$ cat config.mk
export PLATFORM = sky130hd
export DESIGN_NAME = f_pc_unit
export DESIGN_NICKNAME = d
export VERILOG_FILES = /design/src/rtl/f_pc_unit.sv
export SDC_FILE = /design/constraint.sdc
export NUM_CORES = 1
export LEC_CHECK = 0
export ABC_AREA = 1
export ABC_CLOCK_PERIOD_IN_PS = 3900
export BUFFER_PORTS_ARGS = -buffer_cell sky130_fd_sc_hd__buf_2
export CORE_ASPECT_RATIO = 0.8
export CORE_UTILIZATION = 51
export CTS_CLUSTER_DIAMETER = 200
export CTS_CLUSTER_SIZE = 25
export DETAILED_ROUTE_END_ITERATION = 10
export HOLD_SLACK_MARGIN = 0.06
export PLACE_DENSITY_LB_ADDON = 0.3
export SKIP_CTS_REPAIR_TIMING = 1
export SLEW_MARGIN = 20
export SYNTH_ARGS = -nofsm -noshare
export SYNTH_HDL_FRONTEND = slang
export SYNTH_SLANG_ARGS = --single-unit
$ cat constraint.sdc
create_clock -name clk -period 3.9 [get_ports clk]
set_clock_uncertainty 0.2 [all_clocks]
set_input_delay 0.78 -clock clk [delete_from_list [all_inputs] [get_ports clk]]
set_output_delay 0.78 -clock clk [all_outputs]
set_load 0.02 [all_outputs]
$ cat src/rtl/f_pc_unit.sv
// Fetch-stage PC generator with fetch address-error detection.
// Optional FETCH_RANGE_CHECK_EN adds an IM_BASE/IM_SIZE window check to the fault.
module f_pc_unit #(
  parameter logic [31:0] RESET_PC  = 32'hbfc00000,
  parameter logic [31:0] EXC_PC    = 32'hbfc00380,
  parameter logic [31:0] IM_BASE   = 32'hbfc00000,
  parameter logic [31:0] IM_SIZE   = 32'h00010000,
  parameter logic [4:0]  ADEL_CODE = 5'd4
) (
  input  logic        clk,
  input  logic        reset,
  input  logic        req,
  input  logic        eret,
  input  logic [31:0] epc,
  input  logic        en,
  input  logic        redirect_valid,
  input  logic [31:0] redirect_target,
  input  logic [31:0] im_rdata,
  output logic [31:0] F_pc,
  output logic [31:0] F_instr,
  output logic [4:0]  F_exc,
  output logic        F_bd,
  output logic [31:0] F_badvaddr,
  output logic [31:0] im_addr
);

  logic [31:0] pc_q, pc_d;
  logic        bd_q, bd_d;
  logic        pend_valid_q, pend_valid_d;
  logic [31:0] pend_target_q, pend_target_d;
  logic        fault_s;

  function automatic logic is_cti(input logic [31:0] instr);
    logic r;
    case (instr[31:26])
      6'h01, 6'h02, 6'h03, 6'h04, 6'h05, 6'h06, 6'h07: r = 1'b1;
      6'h00:   r = (instr[5:0] == 6'h08) || (instr[5:0] == 6'h09);
      default: r = 1'b0;
    endcase
    return r;
  endfunction

`ifdef FETCH_RANGE_CHECK_EN
  logic [32:0] im_end_s;
  logic        out_of_range_s;

  // Window limit is formed in 33 bits so IM_BASE + IM_SIZE cannot wrap.
  always_comb begin
    im_end_s       = {1'b0, IM_BASE} + {1'b0, IM_SIZE};
    out_of_range_s = ({1'b0, pc_q} < {1'b0, IM_BASE}) || ({1'b0, pc_q} >= im_end_s);
  end
  assign fault_s = (pc_q[1:0] != 2'b00) || out_of_range_s;
`else
  assign fault_s = (pc_q[1:0] != 2'b00);
`endif

  // Fetch exception outputs, masked so a faulting fetch carries no instruction.
  always_comb begin
    if (fault_s) begin
      F_exc      = ADEL_CODE;
      F_badvaddr = pc_q;
      F_instr    = 32'h0000_0000;
    end else begin
      F_exc      = 5'd0;
      F_badvaddr = 32'h0000_0000;
      F_instr    = im_rdata;
    end
  end

  // Next-PC arbitration; redirects seen during a stall are parked until en.
  always_comb begin
    pc_d          = pc_q;
    bd_d          = bd_q;
    pend_valid_d  = pend_valid_q;
    pend_target_d = pend_target_q;
    if (req) begin
      pc_d         = EXC_PC;
      bd_d         = 1'b0;
      pend_valid_d = 1'b0;
    end else if (eret) begin
      pc_d         = epc;
      bd_d         = 1'b0;
      pend_valid_d = 1'b0;
    end else if (en) begin
      bd_d         = is_cti(F_instr);
      pend_valid_d = 1'b0;
      if (redirect_valid) begin
        pc_d = redirect_target;
      end else if (pend_valid_q) begin
        pc_d = pend_target_q;
      end else begin
        pc_d = pc_q + 32'd4;
      end
    end else begin
      if (redirect_valid) begin
        pend_valid_d  = 1'b1;
        pend_target_d = redirect_target;
      end else begin
        pend_valid_d  = pend_valid_q;
      end
    end
  end

  // State registers with synchronous reset.
  always_ff @(posedge clk) begin
    if (reset) begin
      pc_q          <= RESET_PC;
      bd_q          <= 1'b0;
      pend_valid_q  <= 1'b0;
      pend_target_q <= 32'h0000_0000;
    end else begin
      pc_q          <= pc_d;
      bd_q          <= bd_d;
      pend_valid_q  <= pend_valid_d;
      pend_target_q <= pend_target_d;
    end
  end

  assign F_pc    = pc_q;
  assign F_bd    = bd_q;
  assign im_addr = pc_q;

endmodule

==> summary.txt <==
Status
  – Status: completed

Finish
  – Synthesis-to-layout area growth: 23.8%
  – Final instance area: 5930 sq um
  – Layout cells sized above 1: 29.9%
  – # diodes: 0
  – NumNets Final: 1069

Yosys
  – Top post-synthesis cells by area: dfxtp_1 28%, nand2_1 18%, nor2_1 10%, buf_4 6.6%, a21oi_1 6.3%
  – Area of the mapped netlist: 4790 sq um
  – Seq cells post-synth: 66
  – Synth Flop Type: dfxtp_1
  – Syn avg cell area: 6.08 sq um
  – Share of synthesized registers carrying an async set or reset: 0%
  – Most common cell in the netlist: nand2_1
  – Yosys cell types: 36
  – Total number of yosys warnings: 0
  – Post-synth top area share: 27.6%
  – Sequential element share of the synthesized area: 27.6%
  – Synth area leader: dfxtp_1
  – EDFF count, synth: 0
  – Commonest cells in the synthesized netlist: 228 x nand2_1, 131 x nor2_1, 80 x inv_1
  – Gate Count Post-Synth: 788

Timing
  – RSZ-0062 raised after global routing: false
  – Final Hold Violating Endpoints: 0
  – Final min period: 2.79 ns
  – Setup violations, final: 0
  – Setup TNS: 0 ns
  – Max Fclk: 0.358 GHz
  – Tightest Pin Transition: 0.746 ns
  – Slew headroom: 50.2%
  – Final period util: 71.6%
  – Pins Over Slew Limit: 0

CTS
  – Clk_lat worst skew: 0.34 ns
  – H-tree levels: 3
  – Clk sinks: 66
  – CTS max path bufs: 2
  – TritonCTS clock tree: built
  – Worst-path clk slew: 0.06 ns
  – CTS Buf Count: 9
  – Clk root buf: clkbuf_16

Power and ir drop
  – Max IR drop VDD: 0.000298 V
  – Final Total Pwr: 2040 uW
  – Leak: 0.00309 uW
  – Cell Pwr Density: 344 nW/um^2

Placed design
  – Hpwl dp: 12800 um
  – I/O Buffers: 231
  – Area post-placement: 5640 sq um
  – Gp weighted congestion: 0.991

Route
  – Via density: 5.27
  – Final WL: 17000 um
  – 1st-iter DRT viols: 683
  – Drt drc: 0
  – Antenna viol nets, final: 0
  – First-pass DRT Iterations: 5
  – Post-DR wirelength/cell: 15.6 um
  – Total number of vias: 5718

Setup path
  – Arrival time at the worst endpoint: 1.81 ns
  – Max FO, Critical Path: 29
  – Critical path class: flop to primary output
  – Critical Path RT: 2.92 ns
  – Element type at the critical path start: flop
  – CP endpoint kind: primary output

GRT
  – GRT Total Usage: 34.5%
  – GR Overflow Total: 0
  – Largest net degree at the start of global routing: 39
  – Number of antenna violations at the first check in global routing: 0
  – Global-route wire length before repair: 24900 um
  – Vias in the first global route: 4758

Floorplanning
  – Placeable core region: 9080 sq um
  – Die height: 88.7 um
  – Num rows: 31
  – Die ar.: 9790 sq um
  – DIE WIDTH: 110 um
  – Ports: 236
  – Starting Density: 52.8%

Run
  – Max cap viols: 0

Min path
  – HP Class: flop to flop
[cells by family (layout without fill, tap and decap cells)]
| family | count (synthesis) | count (layout) | share of synthesized area [%] |
|---|---|---|---|
| simple gates | 424 | 424 | 37.7 |
| buf+inv | 159 | 338 | 17.2 |
| compound gates | 130 | 130 | 15.9 |
| flops | 66 | 66 | 27.6 |
| xor+xnor | 7 | 7 | 1.28 |
| fa+ha+maj | 1 | 1 | 0.261 |
| other cells | 1 | 4 | 0.0783 |
[metal layers]
metal  routed length [um]  track usage, %
met5                    0               0
met4                   89            7.06
met3                 2200            9.06
met2                 7240            50.8
met1                 7430            50.2
[state kept, by name (all words and copies together), names as in the netlist, named ones only]
| signal | count |
|---|---|
| F_bd | 1 |
| pend_target_q | 32 |
| pend_valid_q | 1 |
| F_pc | 30 |
[final timing paths]
kind,from,depth (start not counted),slack [ns],end
min reg2reg,pend_target_q[10],2,0.25,pend_target_q[10]
max reg2reg,F_pc[2],7,1.91,F_pc[16]
min,pend_target_q[10],2,0.25,pend_target_q[10]
max,flop,4,1.11,F_instr[3]
[report_power, final]
group | internal (uW) | switching [uW]
sequential | 701 | 40.4
combinational | 159 | 326
clock | 493 | 321
[cell type report]
type	count	area (sq um)
inverters	88	330
well taps	115	144
clock buffers	9	225
flip-flops and latches	66	1320
repair buffers	235	1190
fillers	885	3150
multi-input cells	566	2660
clock inverters	6	67.6
[metrics by stage]
step / hold WS, ns / setup WS (ns) / util, % / std cells
3_5_place_dp: 0.240 / 0.978 / 62.1 / 1070
4_1_cts: 0.248 / 1.11 / 65.3 / 1085
2_1_floorplan: 0.224 / 1.53 / - / 791
5_1_grt: 0.271 / 0.916 / 65.3 / 1085
3_3_place_gp: 0.235 / 1.04 / 62.1 / 1070
6_report: 0.246 / 1.11 / 65.3 / 1085
[cells in the final DEF (no fill, tap or decap), drive strengths merged]
cell type	Yosys	layout
nand2	239	239
buf	58	235
nor2	150	150
inv	87	88
dfxtp	66	66
a21oi	60	60
o21ai	34	34
nand3	30	30
a221oi	20	20
o211ai	9	9
clkbuf	12	9
xor2	7	7
conb	1	4
nand4	3	3
clkinv	1	3
o22ai	2	2
o21bai	2	2
clkinvlp	0	2
nor3	1	1
a211oi	1	1
or2	1	1
a31oi	1	1
a22oi	1	1
ha	1	1
bufinv	0	1
[worst max-delay path: stages (launching register included)]
cell and delay, ns:
dfxtp_1 0.44, nor2_2 0.07, inv_1 0.55, nor2_1 0.19
buf_2 0.21
(Power assumes the default switching activity.)
